$ cat src/rtl/serial_magnitude_comparator_if.sv
// Request/result bundle for the serial magnitude comparator.
interface serial_magnitude_comparator_if #(
    parameter int unsigned WIDTH = 8
) ();
    logic             start;
    logic             signed_mode;
    logic [WIDTH-1:0] A;
    logic [WIDTH-1:0] B;
    logic             busy;
    logic             done;
    logic             A_eq_B;
    logic             A_lt_B;
    logic             A_gt_B;

    modport master (
        output start, signed_mode, A, B,
        input  busy, done, A_eq_B, A_lt_B, A_gt_B
    );

    modport slave (
        input  start, signed_mode, A, B,
        output busy, done, A_eq_B, A_lt_B, A_gt_B
    );
endinterface

$ cat src/rtl/serial_magnitude_comparator.sv
// Bit-serial magnitude comparator: walks operand bits MSB first, one pair per
// clock, and stops on the first differing pair.
module serial_magnitude_comparator #(
    parameter int unsigned WIDTH = 8,
    parameter int unsigned CNT_W = $clog2(WIDTH)
) (
    input  logic                         clk,
    input  logic                         rst_n,
    serial_magnitude_comparator_if.slave bus
);
    localparam logic [CNT_W-1:0] MSB_IDX = CNT_W'(WIDTH - 1);

    typedef enum logic [1:0] {
        IDLE    = 2'd0,
        COMPARE = 2'd1,
        DONE    = 2'd2
    } state_t;

    state_t           state_q, state_d;
    logic [WIDTH-1:0] a_q, a_d;
    logic [WIDTH-1:0] b_q, b_d;
    logic             sm_q, sm_d;
    logic [CNT_W-1:0] cnt_q, cnt_d;
    logic             busy_q, busy_d;
    logic             done_q, done_d;
    logic             eq_q, eq_d;
    logic             lt_q, lt_d;
    logic             gt_q, gt_d;

    logic bit_a_c;
    logic bit_b_c;

    assign bit_a_c = a_q[cnt_q];
    assign bit_b_c = b_q[cnt_q];

    // State and datapath registers
    always_ff @(posedge clk) begin
        if (!rst_n) begin
            state_q <= IDLE;
            a_q     <= '0;
            b_q     <= '0;
            sm_q    <= 1'b0;
            cnt_q   <= MSB_IDX;
            busy_q  <= 1'b0;
            done_q  <= 1'b0;
            eq_q    <= 1'b0;
            lt_q    <= 1'b0;
            gt_q    <= 1'b0;
        end else begin
            state_q <= state_d;
            a_q     <= a_d;
            b_q     <= b_d;
            sm_q    <= sm_d;
            cnt_q   <= cnt_d;
            busy_q  <= busy_d;
            done_q  <= done_d;
            eq_q    <= eq_d;
            lt_q    <= lt_d;
            gt_q    <= gt_d;
        end
    end

    // Next-state logic
    always_comb begin
        state_d = state_q;
        unique case (state_q)
            IDLE:    if (bus.start) state_d = COMPARE;
            COMPARE: if ((bit_a_c != bit_b_c) || (cnt_q == '0)) state_d = DONE;
            DONE:    state_d = IDLE;
            default: state_d = IDLE;
        endcase
    end

    // Next values of datapath and registered outputs
    always_comb begin
        a_d    = a_q;
        b_d    = b_q;
        sm_d   = sm_q;
        cnt_d  = cnt_q;
        eq_d   = eq_q;
        lt_d   = lt_q;
        gt_d   = gt_q;
        busy_d = (state_d != IDLE);
        done_d = (state_d == DONE);
        unique case (state_q)
            IDLE: begin
                if (bus.start) begin
                    a_d   = bus.A;
                    b_d   = bus.B;
                    sm_d  = bus.signed_mode;
                    cnt_d = MSB_IDX;
                    eq_d  = 1'b0;
                    lt_d  = 1'b0;
                    gt_d  = 1'b0;
                end
            end
            COMPARE: begin
                if (bit_a_c != bit_b_c) begin
                    // A set sign bit means the smaller two's-complement value
                    if (sm_q && (cnt_q == MSB_IDX)) begin
                        lt_d = bit_a_c;
                        gt_d = bit_b_c;
                    end else begin
                        gt_d = bit_a_c;
                        lt_d = bit_b_c;
                    end
                end else if (cnt_q == '0) begin
                    eq_d = 1'b1;
                end else begin
                    cnt_d = cnt_q - 1'b1;
                end
            end
            default: ;
        endcase
    end

    assign bus.busy   = busy_q;
    assign bus.done   = done_q;
    assign bus.A_eq_B = eq_q;
    assign bus.A_lt_B = lt_q;
    assign bus.A_gt_B = gt_q;
endmodule

$ cat src/flat_wrapper.sv
// flat-port wrapper written by rule: the top's interface ports become plain ports
module serial_magnitude_comparator_flat 
#(
    parameter int unsigned WIDTH = 8,
    parameter int unsigned CNT_W = $clog2(WIDTH)
)
  (clk, rst_n, bus_start, bus_signed_mode, bus_A, bus_B, bus_busy, bus_done, bus_A_eq_B, bus_A_lt_B, bus_A_gt_B);
  serial_magnitude_comparator_if #(.WIDTH(WIDTH)) bus_i ();
  input  logic clk;
  input  logic rst_n;
  input wire logic [$bits(bus_i.start)-1:0] bus_start;
  input wire logic [$bits(bus_i.signed_mode)-1:0] bus_signed_mode;
  input wire logic [$bits(bus_i.A)-1:0] bus_A;
  input wire logic [$bits(bus_i.B)-1:0] bus_B;
  output wire logic [$bits(bus_i.busy)-1:0] bus_busy;
  output wire logic [$bits(bus_i.done)-1:0] bus_done;
  output wire logic [$bits(bus_i.A_eq_B)-1:0] bus_A_eq_B;
  output wire logic [$bits(bus_i.A_lt_B)-1:0] bus_A_lt_B;
  output wire logic [$bits(bus_i.A_gt_B)-1:0] bus_A_gt_B;
  assign bus_i.start = bus_start;
  assign bus_i.signed_mode = bus_signed_mode;
  assign bus_i.A = bus_A;
  assign bus_i.B = bus_B;
  assign bus_busy = bus_i.busy;
  assign bus_done = bus_i.done;
  assign bus_A_eq_B = bus_i.A_eq_B;
  assign bus_A_lt_B = bus_i.A_lt_B;
  assign bus_A_gt_B = bus_i.A_gt_B;
  serial_magnitude_comparator #(.WIDTH(WIDTH), .CNT_W(CNT_W)) u_core (.clk(clk), .rst_n(rst_n), .bus(bus_i));
endmodule
$ cat config.mk
export PLATFORM = sky130hd
export DESIGN_NAME = serial_magnitude_comparator_flat
export DESIGN_NICKNAME = d
export VERILOG_FILES = /design/src/rtl/serial_magnitude_comparator_if.sv /design/src/rtl/serial_magnitude_comparator.sv /design/src/flat_wrapper.sv
export SDC_FILE = /design/constraint.sdc
export NUM_CORES = 1
export LEC_CHECK = 0
export ABC_CLOCK_PERIOD_IN_PS = 4200
export CAP_MARGIN = 20
export CORE_ASPECT_RATIO = 0.9
export CORE_MARGIN = 4
export CORE_UTILIZATION = 40
export DETAILED_ROUTE_END_ITERATION = 8
export GPL_TIMING_DRIVEN = 0
export PLACE_DENSITY = 0.7
export SYNTH_ARGS = -nofsm -noshare
export SYNTH_HDL_FRONTEND = slang
export SYNTH_SLANG_ARGS = --single-unit
export TNS_END_PERCENT = 50
$ cat constraint.sdc
create_clock -name clk -period 4.2 [get_ports clk]
set_clock_uncertainty 0.1 [all_clocks]
set_input_delay 0.84 -clock clk [delete_from_list [all_inputs] [get_ports clk]]
set_output_delay 0.84 -clock clk [all_outputs]
set_load 0.02 [all_outputs]
Word level (Yosys, flattened, before mapping)
Cells that the tools add are included.
{"block": "totals", "register_bits": 27, "out_inout_bits": 5, "in_bits": 20, "wordCells": 52}
{"block": "classes", "n_addsub": 1, "muxes": 21, "n_lt_le_gt_ge": 1, "n_eq_ne": 9, "n_reduce_logical": 10}
{"operator": "two-way mux 1 bit", "n": 9}
{"operator": "two-way mux 3 bit", "n": 3}
{"operator": "AND reduction 4 bit", "n": 2}
{"operator": "binary-select mux 1 bit (select 3 bit)", "n": 2}
{"operator": "!= test 2 bit, second input constant", "n": 3}
{"operator": "case mux 1 bit (2 select lines)", "n": 3}
{"operator": "case mux 3 bit (2 select lines)", "n": 1}
{"operator": "less-than comparator 3 x 4 -> 1 bit, second input constant", "n": 1}
{"operator": "two-way mux 2 bit", "n": 2}
{"operator": "!= test 2 x 1 -> 1 bit, second input constant", "n": 2}
{"operator": "case mux 2 bit (2 select lines)", "n": 1}
{"operator": "nonzero test 2 bit", "n": 2}
{"operator": "equality test 3 bit, second input constant", "n": 1}
{"operator": "logical NOT 3 bit", "n": 1}
{"operator": "AND reduction 3 bit", "n": 1}
{"operator": "subtractor 3 x 1 -> 3 bit, second input constant", "n": 1}
{"operator": "equality test 2 x 1 -> 1 bit, second input constant", "n": 1}
{"operator": "equality test 2 bit, second input constant", "n": 1}
{"operator": "logical NOT 2 bit", "n": 1}
{"operator": "AND reduction 2 bit", "n": 1}
{"operator": "logical AND 1 bit", "n": 1}
{"operator": "logical OR 1 bit", "n": 1}
{"operator": "!= test 1 bit", "n": 1}

Logic depth before layout (Yosys ltp)
{"block": "depth", "ltp_word": 7, "depth_mapped": 7, "ltp_nobuf": 6}

Worst setup path before layout
No wires, ideal clock.
{"block": "synth_path", "kind": "reg-to-reg", "start": "register u_core.cnt_q[0]", "end": "register u_core.cnt_q[0]", "arrival_ps": 1900, "synth_period_minus_slack_ps": 2121, "path_stages_with_launch": 7, "n_path_buf": 1, "required_time_ps": 3979, "setup_time_ps": 121, "slack_ps": 2079, "path_cell_list": "dfxtp_1 -> buf_6 -> mux4_2 -> mux2i_4 -> xnor2_2 -> and3_4 -> mux2_4"}
{"block": "synth_between", "elab_chain_len": 5, "elab_cells_between_ends": 13, "cone_classes": "1 x add/sub; 3 x eq/ne; 7 x mux; 2 x reduce/logical"}
{"element": "start, declared", "line_no": "serial_magnitude_comparator.sv:23", "rtl": "logic [CNT_W-1:0] cnt_q, cnt_d;"}
{"element": "start signal, assigned", "line_no": "serial_magnitude_comparator.sv:54", "rtl": "cnt_q <= cnt_d;"}
{"element": "binary-select mux 1 bit (select 3 bit), on equally long branches", "line_no": "serial_magnitude_comparator.sv:33, serial_magnitude_comparator.sv:34"}
{"element": "two-way mux 1 bit, on equally long branches", "line_no": "serial_magnitude_comparator.sv:33, serial_magnitude_comparator.sv:34"}
{"element": "!= test 1 bit", "line_no": "serial_magnitude_comparator.sv:98", "rtl": "if (bit_a_c != bit_b_c) begin"}
{"element": "!= test 2 bit (no source line)"}
{"element": "AND reduction 4 bit (no source line)"}
Parallel ways exist; a longest one is shown, timed or not. The select of a mux whose other input is x is not followed.
A chain may end at the register's enable or synchronous reset.

Final worst setup path
{"block": "layout_path", "start": "register u_core.cnt_q[2]", "end": "register u_core.cnt_q[1]"}
{"block": "layout_between", "elab_chain_len": 5, "elab_cells_between_ends": 9, "cone_classes": "3 x eq/ne; 4 x mux; 2 x reduce/logical"}
{"element": "binary-select mux 1 bit (select 3 bit), on equally long branches", "line_no": "serial_magnitude_comparator.sv:33, serial_magnitude_comparator.sv:34"}
{"element": "two-way mux 1 bit, on equally long branches", "line_no": "serial_magnitude_comparator.sv:33, serial_magnitude_comparator.sv:34"}
{"element": "!= test 1 bit", "line_no": "serial_magnitude_comparator.sv:98"}
{"element": "!= test 2 bit (no source line)"}
{"element": "AND reduction 4 bit (no source line) (*)"}
Mark *: on every way between the ends. The rest lies on a longest branch, timed or not. The select of a mux whose other input is x is not followed.

==> results.txt <==
----------------------------------------------------
[Global route]
  Pin count of the biggest net entering global routing ... 15
  Vias in the first global route ... about 1,000
  Global-route wire length before repair ... around 4200 um
  Initial antenna violation count ... 0
  Global-route total usage across every layer ... 0.134
  Congestion Overflow GR ... 0

[STA]
  Final Max Tran Viols ... 0
  Time the worst path needs with I/O delays and setup ... ~2.3 ns
  Period utilization ... 0.545
  Maximum clock frequency ... roughly 440 MHz
  Slew at the pin closest to its max-slew limit ... 0.451 ns
  Rel. slew slack ... 0.699
  Endpoints failing setup ... 0
  Final number of hold-violating endpoints ... 0
  Setup TNS ... 0 ns
  Unrepaired setup endpoints after global routing ... no

[Synthesis]
  Sequential area share after synthesis ... 0.420
  Mean area per synthesized cell ... around 9.4 sq um
  Syn nets ... between 150 and 200
  Synth Warn # ... 0
  Area share of the largest cell type after synthesis ... 0.420
  Yosys cell types ... 29
  Leading cell types by total area after synthesis ... sky130_fd_sc_hd__dfxtp_1 42%, sky130_fd_sc_hd__nand2_1 12%, sky130_fd_sc_hd__a21boi_0 9.9%, sky130_fd_sc_hd__mux4_2 7.0%, sky130_fd_sc_hd__mux2i_4 3.5%
  Instance count of the mapped netlist ... 137
  Register bit total from synthesis ... 27
  Synth area leader ... sky130_fd_sc_hd__dfxtp_1
  Syn Std Cell Area ... around 1300 sq um

[Clock network]
  Number of hold buffers added after CTS ... 0
  Number of resized instances in the post-cts repair step ... 0
  Clock slew at reported path FFs ... roughly 0.14 ns
  H-tree depth ... 1
  Cell at the root of the clock tree ... sky130_fd_sc_hd__clkbuf_4
  Clk buf depth ... 2
  TritonCTS clock tree ... built
  Post-CTS setup buffer count ... 0
  Clock sink total ... 27
  Insertion delay of the later-clocked pin in the worst-skew pair ... 0.32 ns
  CTS Buf Count ... 3

[Flow run]
  Max-cap viol count ... 0

[Route]
  Detailed Route Iter0 Violations ... 17
  First-pass iteration count of the detailed router ... 4
  Routed length per placed instance ... approximately 12 um
  Count of vias placed by the detailed router ... between 1,000 and 1,500
  Routed WL ... ~2400 um
  Drt drc ... 0
  Drt via density ... approximately 5.0
  Final ANT Viol Nets ... 0

[Worst setup path]
  Crit-path leading delay family ... multiplexers
  Slowest CP cell ... sky130_fd_sc_hd__mux4_2
  CP Cell Sequence ... clkbuf_1 > mux4_2 > mux2i_4 > xnor2_2 > and3_4 > mux2_4
  Combined buffer and inverter count along the critical path ... 1
  Slowest Stage Delay on Critical Path ... around 0.41 ns
  Arrival time at the worst endpoint ... between 2 and 2.5 ns
  Nature of the critical path endpoint ... register
  Data required time at the worst endpoint ... between 4 and 5 ns
  Classification of the worst setup path ... reg -> reg
  Critical Path Fanout Max ... 9
  Nature of the critical path startpoint ... register

[Floorplanning]
  Core region area ... around 3100 sq um
  I/O pin total ... 25
  Starting density of the core ... 0.420
  Row count ... 19
  Height of the die ... between 60 and 70 um
  Die area ... between 4000 and 5000 sq um
  Die outline width ... 67.8 um

[Place]
  Input/output buffers ... 23
  Routability congestion estimate ... roughly 0.75
  Placed wire-length estimate ... roughly 1900 um

[Cells and area]
  Finished Core Util ... 0.521
  Final net count ... 188
  Number of diodes ... 0
  Fraction of final layout cells sized beyond drive strength 1 ... 0.0976
  Synthesis-to-finish area growth ... 24.0%

[Status]
  Result of the run ... finished clean

[Power]
  Power per standard cell area ... about 330 nW/um^2
  Leakage dissipation ... 0.614 nW
  Peak supply drop ... between 0.00015 and 0.0002 V

[Hold path]
  Path class of the lowest-slack min-delay path ... reg -> reg

----------------------------------------------------
==> layout make-up <==
cell class	instances	area, sq um
tap	42	52.6
buffer	9	41.3
fill	281	1470
timing repair buffer	23	230
clock buffer	4	26.3
sequential	27	541
inverter	2	7.51
multi-input combinational	99	698
==> layer usage <==
metal  track usage  wire (um)
met2         0.237       1160
met3        0.0234         71
met5             0          0
met1         0.162       1140
met4        0.0595         40
==> logic make-up (layout without fill, tap and decap cells) <==
logic type               count (synthesis)  in the layout  share of synthesized area
multiplexers                            10             10                      0.146
XOR/XNOR                                 1              1                     0.0126
adder cells (fa/ha/maj)                  3              3                     0.0292
AO/OA/AOI/OAI                           28             28                      0.164
buffers and inverters                   11             38                     0.0379
AND/OR/NAND/NOR                         57             57                      0.190
flip-flops                              27             27                      0.420
==> synthesized netlist by cell type <==
cell type and number:
sky130_fd_sc_hd__nand2_1 40, sky130_fd_sc_hd__dfxtp_1 27, sky130_fd_sc_hd__a21boi_0 17, sky130_fd_sc_hd__clkbuf_1 8, sky130_fd_sc_hd__nor2_1 5, sky130_fd_sc_hd__mux4_2 4, sky130_fd_sc_hd__nand3_1 4, sky130_fd_sc_hd__ha_1 3
sky130_fd_sc_hd__a21oi_1 2, sky130_fd_sc_hd__inv_1 2, sky130_fd_sc_hd__mux2_2 2, sky130_fd_sc_hd__mux2_4 2, sky130_fd_sc_hd__mux2i_4 2, sky130_fd_sc_hd__nand2b_1 2, sky130_fd_sc_hd__o211ai_1 2, sky130_fd_sc_hd__o311a_1 2
sky130_fd_sc_hd__a211oi_1 1, sky130_fd_sc_hd__a21o_1 1, sky130_fd_sc_hd__a22oi_1 1, sky130_fd_sc_hd__a41oi_1 1, sky130_fd_sc_hd__and2_1 1, sky130_fd_sc_hd__and2b_1 1, sky130_fd_sc_hd__and3_4 1, sky130_fd_sc_hd__buf_6 1
sky130_fd_sc_hd__nor2b_1 1, sky130_fd_sc_hd__nor3_1 1, sky130_fd_sc_hd__nor3b_1 1, sky130_fd_sc_hd__o21a_1 1, sky130_fd_sc_hd__xnor2_2 1
==> where the power goes <==
group / internal (mW) / switching, mW
clock: 0.0372 / 0.0733
combinational: 0.0645 / 0.0605
sequential: 0.275 / 0.00947
==> worst min-delay path, stage by stage (launching register included) <==
cell and delay [ns]:
sky130_fd_sc_hd__dfxtp_1 0.33, sky130_fd_sc_hd__nand2_1 0.05, sky130_fd_sc_hd__a21boi_0 0.06
==> flip-flops by register name, summed over array words and instances, names as in the netlist <==
register and flops:
u_core.bus.A_gt_B 1, u_core.state_q 2, u_core.bus.A_lt_B 1, u_core.cnt_q 3, u_core.bus.busy 1, u_core.bus.A_eq_B 1
u_core.a_q 8, u_core.b_q 8, u_core.bus.done 1, u_core.sm_q 1
==> placed cells by master (no fill, tap or decap) <==
cell type / n
sky130_fd_sc_hd__and2b_1: 1
sky130_fd_sc_hd__and2_1: 1
sky130_fd_sc_hd__xnor2_2: 1
sky130_fd_sc_hd__a211oi_1: 1
sky130_fd_sc_hd__a21o_1: 1
sky130_fd_sc_hd__o311a_1: 2
sky130_fd_sc_hd__ha_1: 3
sky130_fd_sc_hd__a21boi_0: 17
sky130_fd_sc_hd__o211ai_1: 2
sky130_fd_sc_hd__a21oi_1: 2
sky130_fd_sc_hd__nor2_1: 5
sky130_fd_sc_hd__clkdlybuf4s50_1: 23
sky130_fd_sc_hd__nand2b_1: 2
sky130_fd_sc_hd__nor3b_1: 1
sky130_fd_sc_hd__mux2i_4: 2
sky130_fd_sc_hd__nand3_1: 4
sky130_fd_sc_hd__clkbuf_1: 9
sky130_fd_sc_hd__dfxtp_1: 27
sky130_fd_sc_hd__and3_4: 1
sky130_fd_sc_hd__nor3_1: 1
sky130_fd_sc_hd__mux2_4: 2
sky130_fd_sc_hd__a41oi_1: 1
sky130_fd_sc_hd__mux4_2: 4
sky130_fd_sc_hd__o21a_1: 1
sky130_fd_sc_hd__inv_1: 2
sky130_fd_sc_hd__clkbuf_4: 3
sky130_fd_sc_hd__nand2_1: 40
sky130_fd_sc_hd__nor2b_1: 1
sky130_fd_sc_hd__buf_6: 1
sky130_fd_sc_hd__a22oi_1: 1
sky130_fd_sc_hd__mux2_2: 2
==> final timing paths <==
check | startpoint | end | slack, ns | cells past startpoint
setup / recovery | u_core.cnt_q[2] | u_core.cnt_q[1] | 1.91 | 6
hold / removal | u_core.b_q[0] | u_core.b_q[0] | 0.37 | 2
setup reg to reg | u_core.cnt_q[2] | u_core.cnt_q[1] | 1.91 | 6
hold reg to reg | u_core.b_q[0] | u_core.b_q[0] | 0.37 | 2
==> stage by stage <==
| step | setup slack, ns | power (mW) | std cells | hold slack [ns] | instance area [sq um] |
|---|---|---|---|---|---|
| after floorplan | 2.08 | 0.373 | 137 | 0.327 | 1290 |
| after global placement | 1.77 | 0.414 | 202 | 0.347 | 1570 |
| after detailed placement | 1.75 | 0.417 | 202 | 0.358 | 1570 |
| after CTS | 1.87 | 0.529 | 206 | 0.377 | 1600 |
| after global routing | 1.78 | 0.552 | 206 | 0.397 | 1600 |
| final | 1.91 | 0.520 | 206 | 0.372 | 1600 |
Note: power is estimated with default switching activity, not from simulation.
